**src/rtl/hamming_serial_decoder.sv**
```systemverilog
// Bit-serial Hamming decoder: collects 2**R-1 codeword bits over valid/ready, then holds the corrected word.
// Optional HAMMING_SECDED_EN adds an overall-parity bit (index N) and a double-error flag.
module hamming_serial_decoder #(
  parameter int unsigned R = 3,
  localparam int unsigned N = (2 ** R) - 1
) (
  input  logic         clk,
  input  logic         rst,
  input  logic         in_valid,
  output logic         in_ready,
  input  logic         in_bit,
  output logic         out_valid,
  input  logic         out_ready,
  output logic [N-1:0] out_word,
  output logic [R-1:0] out_syndrome,
`ifdef HAMMING_SECDED_EN
  output logic         out_dbl_err,
`endif
  output logic         out_err
);

`ifdef HAMMING_SECDED_EN
  localparam int unsigned LAST = N;
`else
  localparam int unsigned LAST = N - 1;
`endif

  typedef enum logic [0:0] {
    COLLECT = 1'b0,
    HOLD    = 1'b1
  } state_t;

  state_t       state_q, state_d;
  logic         in_ready_d;
  logic         out_valid_d;
  logic         accept;
  logic         last;
  logic [R-1:0] cnt_q, cnt_d;
  logic [R-1:0] syn_q, syn_d, syn_term;
  logic [N-1:0] word_q, word_rx;
  logic [N-1:0] fix_mask, word_fixed;
  logic [N-1:0] out_word_d;
  logic         out_err_d;
`ifdef HAMMING_SECDED_EN
  logic         par_q, par_d;
  logic         p_ok;
  logic         out_dbl_d;
`endif

  // State register
  always_ff @(posedge clk or posedge rst) begin
    if (rst) begin
      state_q   <= COLLECT;
      in_ready  <= 1'b1;
      out_valid <= 1'b0;
    end else begin
      state_q   <= state_d;
      in_ready  <= in_ready_d;
      out_valid <= out_valid_d;
    end
  end

  // Next-state and registered handshake targets
  always_comb begin
    state_d = state_q;
    case (state_q)
      COLLECT: if (in_valid && (cnt_q == R'(LAST))) state_d = HOLD;
      HOLD:    if (out_ready) state_d = COLLECT;
      default: state_d = COLLECT;
    endcase
    in_ready_d  = (state_d == COLLECT);
    out_valid_d = (state_d == HOLD);
  end

  assign accept = (state_q == COLLECT) && in_valid;
  assign last   = accept && (cnt_q == R'(LAST));

  // Syndrome accumulation, word assembly and correction including the bit on the input
  always_comb begin
    syn_term = '0;
    word_rx  = word_q;
    if (cnt_q < R'(N)) begin
      word_rx[cnt_q] = in_bit;
      if (in_bit) syn_term = cnt_q + R'(1);
    end
    syn_d      = syn_q ^ syn_term;
    cnt_d      = last ? '0 : cnt_q + R'(1);
    fix_mask   = (syn_d != '0) ? (N'(1) << (syn_d - R'(1))) : '0;
    word_fixed = word_rx ^ fix_mask;
`ifdef HAMMING_SECDED_EN
    par_d      = par_q ^ in_bit;
    p_ok       = ~par_d;
    out_word_d = word_rx;
    out_err_d  = 1'b0;
    out_dbl_d  = 1'b0;
    if ((syn_d != '0) && !p_ok) begin
      out_word_d = word_fixed;
      out_err_d  = 1'b1;
    end else if (syn_d != '0) begin
      out_dbl_d  = 1'b1;
    end else if (!p_ok) begin
      out_err_d  = 1'b1;
    end
`else
    out_word_d = word_fixed;
    out_err_d  = (syn_d != '0);
`endif
  end

  // Datapath registers; accumulators clear as the final bit is taken
  always_ff @(posedge clk or posedge rst) begin
    if (rst) begin
      cnt_q        <= '0;
      syn_q        <= '0;
      word_q       <= '0;
      out_word     <= '0;
      out_syndrome <= '0;
      out_err      <= 1'b0;
`ifdef HAMMING_SECDED_EN
      par_q        <= 1'b0;
      out_dbl_err  <= 1'b0;
`endif
    end else if (accept) begin
      cnt_q  <= cnt_d;
      syn_q  <= last ? '0 : syn_d;
      word_q <= last ? '0 : word_rx;
`ifdef HAMMING_SECDED_EN
      par_q  <= last ? 1'b0 : par_d;
`endif
      if (last) begin
        out_word     <= out_word_d;
        out_syndrome <= syn_d;
        out_err      <= out_err_d;
`ifdef HAMMING_SECDED_EN
        out_dbl_err  <= out_dbl_d;
`endif
      end
    end
  end

endmodule
```
**config.mk**
```make
export PLATFORM = sky130hd
export DESIGN_NAME = hamming_serial_decoder
export DESIGN_NICKNAME = d
export VERILOG_FILES = /design/src/rtl/hamming_serial_decoder.sv
export SDC_FILE = /design/constraint.sdc
export NUM_CORES = 1
export LEC_CHECK = 0
export ABC_AREA = 1
export CAP_MARGIN = 30
export CORE_UTILIZATION = 58
export DETAILED_ROUTE_END_ITERATION = 6
export PLACE_DENSITY = 0.87
export SYNTH_ARGS = -nofsm -noshare
export SYNTH_HDL_FRONTEND = slang
export SYNTH_SLANG_ARGS = --single-unit
```
**constraint.sdc**
```tcl
create_clock -name clk -period 3.14 [get_ports clk]
set_clock_uncertainty 0.15 [all_clocks]
set_input_delay 0.785 -clock clk [delete_from_list [all_inputs] [get_ports clk]]
set_output_delay 0.785 -clock clk [all_outputs]
set_load 0.01 [all_outputs]
```
After elaboration in Yosys (flattened, before gate mapping)
Index checks and enable logic that the tools add are counted.

word-level totals
  register bits after elaboration = 26
  bits in latches = 0
  memory bits (writable) = 0
  ROM bits = 0
  input bits = 5
  output and inout port bits = 13
  logic and storage cells = 38
  memories kept = 0

operators by class
  add/subtract/negate cells = 2
  multipliers = 0
  divide/modulo/power cells = 0
  $lt $le $gt $ge = 3
  equal/unequal tests = 1
  shift operators = 1
  muxes and demuxes = 13
  bitwise operators = 4
  reduce and logical (&&, ||, !) cells = 6

operators by type and width
  cell                                                         count
  2-to-1 mux 7 bit                                             3
  2-to-1 mux 3 bit                                             4
  bitwise mux 7 bit                                            1
  left shift 1 x 3 -> 7 bit (first input constant)             1
  bitwise XOR 7 bit                                            1
  logical AND 1 bit                                            4
  less-than comparator 3 x 4 -> 1 bit (second input constant)  1
  adder 3 x 1 -> 3 bit (second input constant)                 1
  demux 1 bit (select 3 bit)                                   1
  == test 3 bit (second input constant)                        1
  >= comparator 3 x 1 -> 1 bit (second input constant)         1
  less-than comparator 3 bit (second input constant)           1
  2-to-1 mux 1 bit                                             3
  nonzero test 3 bit                                           1
  subtractor 3 x 1 -> 3 bit (second input constant)            1
  bitwise XOR 3 bit                                            1
  NOT 1 bit                                                    2
  one-hot mux 1 bit (2 select lines)                           1
  AND reduction 2 bit                                          1

Longest topological paths before layout
Gate-level depths: netlist (run 1).

  depth in word-level cells = 8
  gate-level depth with buffers = 12
  mapped depth without buffers = 11

Worst setup path before layout (run 1)
OpenSTA, ideal clock, no wires.

  path type = input -> register
  start point = input port in_bit
  end point = register out_word[2]
  library setup time = 0.119 ns
  arrival = 1.576 ns
  required time = 2.871 ns
  path slack = 1.295 ns
  stages = 10
  path buffers = 1
  cell sequence = buf_6 > inv_4 > nor2_2 > nand2_1 > nand2_1 > nand2_2 > nor2_2 > nand3_1 > nand3_1 > nand2_1

on the way
  longest elaborated chain between the ends = 7
  elaborated cells between the ends (all ways) = 10
  classes of those cells = 1 x add/sub; 1 x shift; 5 x mux; 2 x bitwise; 1 x reduce/logical

RTL lines
  element                    line  RTL
  from (decl)                11    input logic in_bit,
  2-to-1 mux 3 bit           84    if (in_bit) syn_term = cnt_q + R'(1);
  2-to-1 mux 3 bit           82    if (cnt_q < R'(N)) begin
  bitwise XOR 3 bit          86    syn_d = syn_q ^ syn_term;
  subtractor 3 x 1 -> 3 bit  88    fix_mask = (syn_d != '0) ? (N'(1) << (syn_d - R'(1))) : '0;
  left shift 1 x 3 -> 7 bit  88
  2-to-1 mux 7 bit           88
  bitwise XOR 7 bit *        89    word_fixed = word_rx ^ fix_mask;
  to (signal assigned)       131   out_word <= out_word_d;
  to (decl)                  14    output logic [N-1:0] out_word,

Every way passes the cells marked *; elsewhere a longest branch is shown, timed or not.
A chain may end at the register's enable or synchronous reset.

Final worst setup path (run 1)
  start point = register in_ready
  end point = output port in_ready

RTL lines
  element                 line  RTL
  from (decl)             10    output logic in_ready,
  from (signal assigned)  58    in_ready <= in_ready_d;

No word-level cell between the ends.

==> impl_metrics.ini, run 1 <==
[sta]
worst_slew_pin_slew_ns = 0.4000
final.setup.tns_ns = 0
timing.slew.headroom = 0.7305
post-route-period-util = 0.7401
final-setup-viol-count = 0
layout_setup_ws_ns = 0.8160
maxSlewViolCount = 0
final_period_minus_worst_setup_slack_ns = 2.324
final-hold-violation-count = 0
rsz0062_at_grt = false
fmax_mhz = 430.3

[finish]
final_net_count = 205
n_antenna_cell = 0
syn_to_final_growth_pct = 15.90
num-fill-cells = 170
instances_no_fill = 225
final_layout_size_suffix_gt1_frac = 0.1218
fin_area_sq_um = 1614

[floorplanning]
std_cell_rows = 17
die_w_um = 51
design.die.area_sq_um = 2601
floorplan.core_area_sq_um = 2233
die_h_um = 51
start_util = 0.6235
ioPinCount = 18

[cts]
cts_hold_repair.buffers = 0
number_of_buffers_added_by_the_clock_tree_synthesis_step = 3
postCtsSetupRepairBufs = 0
cts_root_buf = sky130_fd_sc_hd__clkbuf_4
clkSinkCount = 26
cts_resized = 0
clock_pin_slew_reported_for_the_worst_setup_and_hold_paths_after_clock_tree_synthesis_ns = 0.14
cts_tree = built
cts_htree_levels = 1
clock_latency_ns = 0.32
max-clock-path-buffers = 2

[routing]
postRouteAntennaNets = 0
detail_route.wirelength_mm = 3.020
vias_per_cell = 5.720
detailroute.via_count = 1287
detail_route.drc_violations = 0
drt_pre_antenna_iters = 4
drt_iter0_markers = 55
detail_route.wl_per_cell_um = 13.42

[worst_setup_path]
element_type_at_the_critical_path_end = output pin
worstSetupStartpointType = register
crit_required_ns = 2.20
buf_inv_stages_crit_path = 1
slowest_stage = sky130_fd_sc_hd__dfstp_2
cp_cell_sequence = clkdlybuf4s50_1
timing.critical_path.max_delay_family = flip-flops
worst_ep_arrival_time_ns = 1.39
worst_path_largest_cell_delay_ns = 0.54
setup_crit_path_kind = reg -> out
crit_path_max_fanout = 1

[power_and_ir_drop]
peakVddDrop_mv = 0.7174
sequential_share_of_power = 0.357
power_leakage_nw = 0.8039
power.share.clock = 0.102
net-switching-power_w = 0.0007532
power.combinational.fraction = 0.541
powerDensity_nw_per_um2 = 1028
intPower_w = 0.0009067
netSwitchingFraction = 0.4538
power_w = 0.001660

[worst_hold_path]
hold_class = reg -> reg

[place]
placement.cell_area_sq_um = 1578
place_congestion = 0.8671
placed_cells_incl_taps = 221
io_buffer_count = 17
setup_slack_placement_ns = 0.5133
hpwl_mm = 2.193

[yosys]
synthTopCellsByArea = sky130_fd_sc_hd__dfrtp_1 (45%), sky130_fd_sc_hd__nand2_1 (14%), sky130_fd_sc_hd__nand3_1 (9.0%)
synth_edf_count = 0
synthDominantCellAreaShare = 0.4492
seq_cells_post_synth = 26
synth_fp_nets = 185
synth.lib_cells_used.distinct = 22
synth_seq_area_share = 0.4681
synthesis.instances = 178
netlist_area_sq_um = 1393
syn-mean-instance-area_sq_um = 7.824
synthFlopType = sky130_fd_sc_hd__dfrtp_1
yosys_warnings = 0
yosys.area.top_type = sky130_fd_sc_hd__dfrtp_1
synth-async-reset-ratio = 1.000

[job]
drv.max_cap_violation_count = 0

[grt]
grt_antenna_before_repair = 0
first_global_vias = 1193
global_route_wire_length_before_repair_mm = 4.899
groute.usage.overall = 0.2543
grt.overflow.total = 0
grt_max_degree = 27

[status]
run_status = complete, no violations
kinds of logic (layout without fill, tap and decap cells):
logic type	after synthesis	after routing	share of synthesized area
buf+inv	30	49	0.09973
fa+ha+maj	2	2	0.01797
compound gates	25	25	0.09703
flops	26	26	0.4681
simple gates	95	95	0.3172
layout by cell type (no fill, tap or decap):
cell / n
sky130_fd_sc_hd__nand2_1: 51
sky130_fd_sc_hd__nand3_1: 25
sky130_fd_sc_hd__dfrtp_1: 25
sky130_fd_sc_hd__inv_1: 21
sky130_fd_sc_hd__clkdlybuf4s50_1: 17
sky130_fd_sc_hd__o21ai_0: 15
sky130_fd_sc_hd__o22ai_1: 8
sky130_fd_sc_hd__nor2_2: 5
sky130_fd_sc_hd__nand2_2: 4
sky130_fd_sc_hd__nor2_1: 4
sky130_fd_sc_hd__nand3_2: 3
sky130_fd_sc_hd__clkbuf_4: 3
sky130_fd_sc_hd__buf_4: 3
sky130_fd_sc_hd__inv_2: 2
sky130_fd_sc_hd__nand4_1: 2
sky130_fd_sc_hd__ha_1: 2
sky130_fd_sc_hd__nand2_4: 1
sky130_fd_sc_hd__inv_4: 1
sky130_fd_sc_hd__o21ai_1: 1
sky130_fd_sc_hd__clkinv_1: 1
sky130_fd_sc_hd__a21oi_1: 1
sky130_fd_sc_hd__clkbuf_8: 1
sky130_fd_sc_hd__dfstp_2: 1
power groups by stage:
| stage | clock (W) | sequential, W | combinational (W) |
|---|---|---|---|
| 2_1_floorplan | 0 | 0.000602 | 0.000589 |
| 3_5_place_dp | 0 | 0.000595 | 0.000882 |
| 3_3_place_gp | 0 | 0.000588 | 0.000847 |
| 5_1_grt | 0.000184 | 0.000609 | 0.000994 |
| 6_report | 0.000169 | 0.000592 | 0.000899 |
| 4_1_cts | 0.000173 | 0.000588 | 0.000889 |
area by class of cell:
cell class,instances,area [sq um],share of cell area
tap,28,35.03,0.02171
clock buffer,4,36.28,0.02248
inverter,25,96.34,0.05969
timing repair buffer,20,192.7,0.1194
multi-input combinational,122,601.8,0.3729
sequential,26,651.9,0.4039
metrics by stage:
stage	hold slack, ns	utilization
after CTS	0.3487	0.7227
after global routing	0.3957	0.7227
after global placement	0.3133	0.7064
after floorplan	0.3034	-
final	0.3476	0.7227
after detailed placement	0.3141	0.7064
worst paths after layout:
check / from / to / slack [ns] / cells past startpoint
max: in_ready$_DFF_PP1_ / in_ready / 0.82 / 1
min in group asynchronous: rst / out_syndrome[2]$_DFFE_PP0P_ / 0.64 / 3
min: out_word[6]$_DFFE_PP0P_ / out_word[6]$_DFFE_PP0P_ / 0.35 / 2
max in group asynchronous: rst / in_ready$_DFF_PP1_ / 1.91 / 3
max reg2reg: cnt_q[0]$_DFFE_PP0P_ / out_word[2]$_DFFE_PP0P_ / 0.99 / 10
min reg2reg: out_word[6]$_DFFE_PP0P_ / out_word[6]$_DFFE_PP0P_ / 0.35 / 2
sequential cells by signal (all words and copies together) (netlist names):
| name | count |
|---|---|
| out_err | 1 |
| word_q | 7 |
| state_q | 1 |
| syn_q | 3 |
| in_ready | 1 |
| out_word | 7 |
| cnt_q | 3 |
| out_syndrome | 3 |
synth_stat cells (2+ instances only):
cell type / count
sky130_fd_sc_hd__nand3_1: 25
sky130_fd_sc_hd__nand2_2: 4
sky130_fd_sc_hd__nand4_1: 2
sky130_fd_sc_hd__nor2_2: 5
sky130_fd_sc_hd__nand2_1: 51
sky130_fd_sc_hd__inv_1: 21
sky130_fd_sc_hd__o21ai_0: 15
sky130_fd_sc_hd__nor2_1: 4
sky130_fd_sc_hd__ha_1: 2
sky130_fd_sc_hd__dfrtp_1: 25
sky130_fd_sc_hd__o22ai_1: 8
sky130_fd_sc_hd__inv_2: 2
sky130_fd_sc_hd__nand3_2: 3
sky130_fd_sc_hd__buf_6: 3
routing by layer:
metal  part of all wire  vias to the layer above  GRT usage
li1                   -                      614          -
met1               0.42                      600     0.3301
met2               0.50                       68     0.4320
met3              0.078                        5    0.03869
met4             0.0089                        0    0.08333
met5                  0                        -          0
(Power assumes the default switching activity.)
==> inputs of run 2 (changes only) <==
--- a/config.mk
+++ b/config.mk
@@ -7,9 +7,9 @@
 export LEC_CHECK = 0
 export ABC_AREA = 1
 export CAP_MARGIN = 30
-export CORE_UTILIZATION = 58
+export CORE_UTILIZATION = 49
 export DETAILED_ROUTE_END_ITERATION = 6
-export PLACE_DENSITY = 0.87
+export PLACE_DENSITY = 0.79
 export SYNTH_ARGS = -nofsm -noshare
 export SYNTH_HDL_FRONTEND = slang
 export SYNTH_SLANG_ARGS = --single-unit
==> constraint.sdc (replaced) <==
create_clock -name clk -period 2 [get_ports clk]
set_clock_uncertainty 0.15 [all_clocks]
set_input_delay 0.5 -clock clk [delete_from_list [all_inputs] [get_ports clk]]
set_output_delay 0.5 -clock clk [all_outputs]
set_load 0.01 [all_outputs]
==> impl_metrics.ini, run 2 (synthesis gave the netlist of run 1 again) <==
[sta]
timing.slew.headroom = 0.7747
finalHoldWorstSlack_ns = 0.3509
post-route-period-util = 0.9655
fmax_mhz = 517.9
final-setup-viol-count = 0
worst_slew_pin_slew_ns = 0.3380
rsz0062_at_grt = true
final_period_minus_worst_setup_slack_ns = 1.931
final-hold-violation-count = 0
final.setup.tns_ns = 0
maxSlewViolCount = 0

[finish]
fin_area_sq_um = 1725
largest_registers = out_word x7, word_q x7
syn_to_final_growth_pct = 23.90
final_layout_size_suffix_gt1_frac = 0.1801
final_net_count = 219
n_antenna_cell = 0
final_core_occ = 0.6662
num-fill-cells = 221
final_common_cell = sky130_fd_sc_hd__nand2_1
mostFrequentLayoutCells = sky130_fd_sc_hd__nand2_1 (51), sky130_fd_sc_hd__nand3_1 (25), sky130_fd_sc_hd__dfrtp_1 (25)

[worst_setup_path]
slowest_stage = sky130_fd_sc_hd__dfrtp_1
reg2reg_setup_slack_ns = 0.07
worst_path_largest_cell_delay_ns = 0.42
critPathCapture = out_word[1]$_DFFE_PP0P_
crit_path_max_fanout = 6
worst_ep_arrival_time_ns = 2.01
worstSetupStartpointType = register
element_type_at_the_critical_path_end = register
rr_worst_depth = 10
path_common_cell = sky130_fd_sc_hd__nand2_1
setup_crit_path_kind = reg -> reg
crit-reg2reg-capture = out_word[1]$_DFFE_PP0P_
reg2reg_from = cnt_q[0]$_DFFE_PP0P_
worst_setup_path_start = cnt_q[0]$_DFFE_PP0P_
cp_cell_sequence = inv_2 > ha_1 > nor2_2 > nand2_1 > nand2_1 > nand2_2 > nor2_2 > nand3_1 > nand3_1 > nand2_1
crit_required_ns = 2.08

[grt]
grt_max_degree = 27
grt_antenna_before_repair = 0
global_route_wire_length_before_repair_mm = 5.568
groute.usage.overall = 0.2275
grt.overflow.total = 0
first_global_vias = 1271

[place]
place_congestion = 0.8512
hpwl_mm = 2.412
placement.cell_area_sq_um = 1685
io_buffer_count = 17

[routing]
detail_route.drc_violations = 0
detail_route.wirelength_mm = 3.225
vias_per_cell = 5.340
drt_iter0_markers = 34
postRouteAntennaNets = 0
detailroute.via_count = 1287
drt_pre_antenna_iters = 4
detail_route.wl_per_cell_um = 13.38

[power_and_ir_drop]
power_leakage_nw = 0.8699
peakVddDrop_mv = 1.070
powerDensity_nw_per_um2 = 1621

[cts]
cts_resized = 1
cts_root_buf = sky130_fd_sc_hd__clkbuf_4
max-clock-path-buffers = 2
postCtsSetupRepairBufs = 0
cts_hold_repair.buffers = 0
clkSinkCount = 26
number_of_buffers_added_by_the_clock_tree_synthesis_step = 3
clock_pin_slew_reported_for_the_worst_setup_and_hold_paths_after_clock_tree_synthesis_ns = 0.14
clock_latency_ns = 0.32
cts_tree = built
cts_htree_levels = 1

[status]
run_status = complete, no violations

[floorplanning]
start_util = 0.5377
std_cell_rows = 18
die_w_um = 55.31
die_h_um = 55.31
design.die.area_sq_um = 3059
ioPinCount = 18
floorplan.core_area_sq_um = 2590

[job]
drv.max_cap_violation_count = 0

[worst_hold_path]
hold_class = reg -> reg
[run 2: changes by cell type in the layout (fill, tap and decap cells not counted)]
| cell | previous run | this run |
|---|---|---|
| sky130_fd_sc_hd__clkdlybuf4s50_1 | 17 | 16 |
| sky130_fd_sc_hd__nor2_4 | 0 | 1 |
| sky130_fd_sc_hd__buf_4 | 3 | 17 |
| sky130_fd_sc_hd__nor2_2 | 5 | 4 |
| sky130_fd_sc_hd__dlygate4sd2_1 | 0 | 1 |
[run 2: worst min-delay path by stage]
stage | start | endpoint | slack, ns | cells past startpoint
6_report | out_word[6]$_DFFE_PP0P_ | out_word[6]$_DFFE_PP0P_ | 0.35 | 2
3_3_place_gp | out_word[5]$_DFFE_PP0P_ | out_word[5]$_DFFE_PP0P_ | 0.31 | 2
2_1_floorplan | word_q[0]$_DFFE_PP0P_ | word_q[0]$_DFFE_PP0P_ | 0.30 | 2
3_5_place_dp | out_word[2]$_DFFE_PP0P_ | out_word[2]$_DFFE_PP0P_ | 0.32 | 2
5_1_grt | out_word[5]$_DFFE_PP0P_ | out_word[5]$_DFFE_PP0P_ | 0.38 | 2
4_1_cts | out_word[6]$_DFFE_PP0P_ | out_word[6]$_DFFE_PP0P_ | 0.36 | 2
[run 2: metrics by stage]
| step | power (W) | std cells | setup WS (ns) |
|---|---|---|---|
| finish | 0.002798 | 241 | 0.06909 |
| global route | 0.003041 | 241 | -0.03405 |
| CTS | 0.002784 | 241 | 0.06504 |
| detailed placement | 0.002514 | 237 | -0.2680 |
| global placement | 0.002430 | 237 | -0.1823 |
| floorplan | 0.001871 | 178 | 0.2171 |
[run 2: layer usage]
layer,track usage,part of all wire
met1,0.3034,0.45
met2,0.3718,0.49
met3,0.06089,0.049
met4,0.05000,0.011
met5,0,0
[run 2: worst max-delay path, delay by kind of cell (launching register included)]
family	cells	cell delay, ns
flip-flops	1	0.42
adder cells (fa/ha/maj)	1	0.28
AND/OR/NAND/NOR	8	0.87
buffers and inverters	1	0.12
[run 2: area by class of cell]
type                            instances  area, sq um  area share
Clock buffer                            4        36.28     0.02103
Inverter                               25        96.34     0.05584
Multi-Input combinational cell        122        606.8      0.3517
Sequential cell                        26        651.9      0.3778
Tap cell                               30        37.54     0.02175
Timing Repair Buffer                   34        296.5      0.1719
[run 2: power by group]
| part | total, W | internal, W | leakage [nW] | switching (W) |
|---|---|---|---|---|
| sequential | 0.000889 | 0.000756 | 0.326 | 0.000133 |
| clock | 0.000272 | 0.000111 | 0.0210 | 0.000161 |
| combinational | 0.00164 | 0.000704 | 0.523 | 0.000932 |
| total | 0.00280 | 0.00157 | 0.870 | 0.00123 |
==> variant 1: new RTL, settings of run 2 <==
Change the parameter `R` from 3 to 4.
--- a/src/rtl/hamming_serial_decoder.sv
+++ b/src/rtl/hamming_serial_decoder.sv
@@ -2,5 +2,5 @@
 // Optional HAMMING_SECDED_EN adds an overall-parity bit (index N) and a double-error flag.
 module hamming_serial_decoder #(
-  parameter int unsigned R = 3,
+  parameter int unsigned R = 4,
   localparam int unsigned N = (2 ** R) - 1
 ) (
Interface: changed (resized out_syndrome and out_word); port bits go from 18 to 27. No check against the original RTL was run, so the function may have changed too.
==> variant 1 against run 2 <==
  * The run now ends with negative setup slack left
  * Combinational power up 77%
  * Routed wire length up 120%
  * Sequential power up 69%
  * Sequential cell count up 19
  * Global-route usage up 3.6 points
  * Worst setup slack worse by 0.094 ns
  * Cell area up 95%
  * Power up 84%
  * Area after synthesis up 80%
  * Count of clock-buffer cells in the layout up 3
  * Highest routed layer unchanged
==> variant 1: results (changes against run 2) <==
Cells after DPL: 452 (+91%)
CP Max Fanout: 4 (-2)
Post-synthesis register bit count: 45 (+73%)
Seq/Total Area, Yosys: 0.451 (-0.0174)
Hold Startpoint: out_word[13]$_DFFE_PP0P_
Detail Placement HPWL: 4600 um (+91%)
Compound-Gate Fraction of Synth Area: 0.0895 (-0.00749)
DR pass1 iterations: 5 (+1)
Critical Path AT: 2.07 ns (+0.06 ns)
Area of the multi-input gates: 1290 sq um (+110%)
GRT Util Overall: 0.263 (+0.0356)
Top flop regs: out_word x15, word_q x15
Drt first-iter violations: 269 (+690%)
Final setup violation count: 4 (+4)
P_leak: 1.63 nW (+87%)
Buffers added on ports: 26 (+9)
CTS H-Tree Depth: 2 (+1)
Synthesized net count: 347 (+88%)
Non-Clock Buffer Count: 67 (+97%)
# fillers: 384 (+74%)
Clock Latency Late Sink: 0.30 ns (-0.02 ns)
Max-slew headroom: 0.794 (+0.0189)
Layout clock buffers: 7 (+3)
Register Area: 1130 sq um (+73%)
Crit path largest cell delay: 0.43 ns
Unique masters post-synth: 24 (+9.1%)
Syn_area_per_cell: 7.42 sq um (-5.1%)
Nets: 408 (+86%)
Synth area leaders: dfrtp_1, nand2_1, nand3_1, o21ai_0, inv_1
Adder-Cell Fraction of Synth Area: 0.0250 (+0.00704)
Clk cell area share: 0.0346 (+0.0136)
First-pass GRT wire length: 10600 um (+90%)
Non-clock buffer share: 0.175 (+0.00356)
Layout cells sized above 1: 0.213 (+0.0329)
Vias in the first global route: 2242 (+76%)
Setup tns final: -0.0618 ns (-0.0618 ns)
Status: finished, violations left
Avg WL per Cell: 15.5 um (+15%)
Comb_multi_in: 240 (+97%)
Number of non-clock inverters: 39 (+56%)
Max IR drop VDD: 0.591 mV (-45%)
Failing checks: negative setup slack
Setup ws final: -0.0250 ns (-0.0941 ns)
Post-Route WL: 7200 um (+120%)
CTS root buf: clkbuf_8
Post-Synthesis Cells: 337 (+89%)
Num CTS Buffers: 5 (+2)
Placed instance area: 3010 sq um (+78%)
Post-synth top cells: nand2_1, nand3_1, dfrtp_1
DR vias/cell: 5.49 (+2.8%)
Syn-to-layout area delta: 34.3%
Global placer's final weighted congestion: 0.965 (+13%)
Pin count of the biggest net entering global routing: 46 (+70%)
Clock slew at the register clock pins of the worst setup and hold paths: 0.09 ns (-0.05 ns)
Post-cts sizing count: 8 (+7)
[variant 1: power by group]
part / switching (mW) / total, mW / internal (mW)
registers: 0.233 / 1.50 / 1.27
clock network: 0.326 / 0.733 / 0.408
logic: 1.68 / 2.91 / 1.23
total: 2.24 / 5.15 / 2.91
[variant 1: stage by stage]
| stage | setup WS [ns] | utilization | power (mW) |
|---|---|---|---|
| floorplan | 0.0975 | - | 2.88 |
| global placement | -0.309 | 0.624 | 3.73 |
| detailed placement | -0.381 | 0.624 | 3.82 |
| CTS | 0.00468 | 0.655 | 4.62 |
| global route | -0.134 | 0.697 | 5.44 |
| finish | -0.0250 | 0.697 | 5.15 |
[variant 1: kinds of logic (layout without fill, tap and decap cells)]
group | after synthesis | in the layout
fa+ha+maj | 5 | 5
simple gates | 192 | 192
buf+inv | 52 | 114
compound gates | 43 | 43
flops | 45 | 45
[variant 1: per-layer routing]
metal  track usage  up-vias  part of all wire  routed length, um
met5             0        -                 0                  0
met4         0.103        0             0.038                275
met3        0.0590       38             0.080                578
met2         0.434      135              0.48               3480
met1         0.335     1184              0.40               2870
li1              -     1201                 -                  -
[variant 1: path summary, 6_finish.rpt]
| kind | cells past startpoint | slack (ns) | to |
|---|---|---|---|
| min in group asynchronous | 3 | 0.37 | out_syndrome[3]$_DFFE_PP0P_ |
| max in group asynchronous | 3 | 1.05 | in_ready$_DFF_PP1_ |
| max | 11 | -0.03 | out_word[3]$_DFFE_PP0P_ |
| min | 2 | 0.33 | out_word[13]$_DFFE_PP0P_ |
| min reg2reg | 2 | 0.33 | out_word[13]$_DFFE_PP0P_ |
| max reg2reg | 11 | -0.03 | out_word[3]$_DFFE_PP0P_ |
==> variant 2: new RTL, flow settings as in run 2 <==
Without the edit above. Register the output `out_err` once more, cleared by the reset; this adds one clock of latency there. The other outputs are not delayed to match.
--- a/src/rtl/hamming_serial_decoder.sv
+++ b/src/rtl/hamming_serial_decoder.sv
@@ -30,4 +30,6 @@
     HOLD    = 1'b1
   } state_t;
+
+  logic out_err_s0;
 
   state_t       state_q, state_d;
@@ -116,5 +118,5 @@
       out_word     <= '0;
       out_syndrome <= '0;
-      out_err      <= 1'b0;
+      out_err_s0   <= 1'b0;
 `ifdef HAMMING_SECDED_EN
       par_q        <= 1'b0;
@@ -131,5 +133,5 @@
         out_word     <= out_word_d;
         out_syndrome <= syn_d;
-        out_err      <= out_err_d;
+        out_err_s0   <= out_err_d;
 `ifdef HAMMING_SECDED_EN
         out_dbl_err  <= out_dbl_d;
@@ -139,3 +141,11 @@
   end
 
+  always_ff @(posedge clk or posedge rst) begin
+    if (rst) begin
+      out_err <= '0;
+    end else begin
+      out_err <= out_err_s0;
+    end
+  end
+
 endmodule
Check against the original RTL: not equivalent (a bounded check fails within 10 cycles, from zero or initial values and one cycle with rst high).
==> variant 2 against run 2 <==
  * Cell area rose by 1.7%
  * Worst hold slack got worse by 0.078 ns
  * Synthesized cell count rose by 0.56%
  * First-iteration DRC count rose by 38%
  * Area after synthesis rose by 1.8%
  * Sequential cell count rose by 1
  * Routed wire length fell by 1.5%
  * Power barely moved
  * Worst setup slack improved by 0.030 ns
  * Critical path type is now reg -> out
  * Critical path depth fell by 9
  * Critical endpoint is now out_syndrome[2]
==> variant 2: results (changes against run 2) <==
Cells after DPL: 240 (+1.3%)
Synth area leaders: dfrtp_1, nand2_1, nand3_1, inv_1, o21ai_0
P_leak: 0.884 nW (+1.6%)
Critical path's top delay family: buffers and inverters
Critical path's slowest cell: clkdlybuf4s50_1
GRT Util Overall: 0.222 (-0.00567)
Combinational share of power: 0.582 (-0.003)
Reg-to-reg slack, setup: 0.13 ns (+0.06 ns)
CP Max Fanout: 2 (-4)
P_clk: 0.239 mW (-12%)
Pin count of the biggest net entering global routing: 28 (+3.7%)
DR WL met3: 163 um (+3.2%)
Ys flop type: dfrtp_1
Seq/Total Area, Yosys: 0.477 (+0.00939)
Status: finished, final reports clean
Avg WL per Cell: 13.0 um (-3.1%)
Met1 WL: 1440 um (-0.97%)
Layout cells sized above 1: 0.192 (+0.0115)
DP Worst Slack: -0.182 ns (+0.0864 ns)
Total number of vias: 1321 (+2.6%)
CTS H-Tree Depth: 1 (unchanged)
Internal: 1.58 mW (+0.44%)
Tmin final: 1.90 ns (-0.0302 ns)
Fin cells: 245 (+1.7%)
Post-synth top cells: nand2_1, dfrtp_1, nand3_1
Syn_area_per_cell: 7.92 sq um (+1.2%)
Worst Setup SP: out_syndrome[2]$_DFFE_PP0P_
# fillers: 257 (+16%)
Vias in the first global route: 1245 (-2.0%)
Max IR drop VDD: 1.05 mV (-2.2%)
First-pass GRT wire length: 5400 um (-3.1%)
Synthesized net count: 186 (+0.54%)
Nets: 222 (+1.4%)
Max-slew headroom: 0.770 (-0.00471)
Drt first-iter violations: 47 (+38%)
Critical Path End: out_syndrome[2]
Critical Path AT: 1.25 ns (-0.76 ns)
Post-cts sizing count: 1 (unchanged)
Wire length on met2: 1520 um (-3.9%)
Detail Placement HPWL: 2430 um (+0.67%)
Crit path largest cell delay: 0.55 ns (+0.13 ns)
Global placer's final weighted congestion: 0.833 (-2.1%)
-- variant 2: final cells by class --
type | instances | area share
clock buffer | 3 | 0.0128
clock inverter | 1 | 0.00285
sequential | 27 | 0.387
inverter | 25 | 0.0549
tap | 31 | 0.0221
multi-input combinational | 122 | 0.343
timing repair buffer | 36 | 0.178
-- variant 2: worst min path at each step --
stage | end | depth (start not counted) | slack [ns] | start
6_report | out_err$_DFF_PP0_ | 0 | 0.27 | out_err_s0$_DFFE_PP0P_
5_1_grt | out_err$_DFF_PP0_ | 0 | 0.28 | out_err_s0$_DFFE_PP0P_
4_1_cts | out_err$_DFF_PP0_ | 0 | 0.28 | out_err_s0$_DFFE_PP0P_
3_5_place_dp | out_err$_DFF_PP0_ | 0 | 0.25 | out_err_s0$_DFFE_PP0P_
3_3_place_gp | out_err$_DFF_PP0_ | 0 | 0.21 | out_err_s0$_DFFE_PP0P_
2_1_floorplan | out_err$_DFF_PP0_ | 0 | 0.20 | out_err_s0$_DFFE_PP0P_
-- variant 2: cells by family after synthesis --
kind of cell,Yosys count,synth area share
adders and majority gates,2,0.0176
buffers and inverters,30,0.0980
AOI/OAI and AO/OA,25,0.0953
and+or+nand+nor,95,0.312
DFF,27,0.477
-- variant 2: stage by stage --
stage	util	TNS [ns]	power [mW]	instance area, sq um	hold WS [ns]
2_1_floorplan	-	0	1.90	1420	0.204
3_3_place_gp	0.623	-0.695	2.47	1720	0.214
3_5_place_dp	0.623	-1.23	2.55	1720	0.253
4_1_cts	0.633	0	2.78	1750	0.284
5_1_grt	0.636	0	3.02	1750	0.283
6_report	0.636	0	2.80	1750	0.273
-- variant 2: routing by layer --
metal / track usage / vias to the layer above
li1: - / 646
met1: 0.285 / 626
met2: 0.368 / 41
met3: 0.0605 / 8
met4: 0.0607 / 0
met5: 0 / -
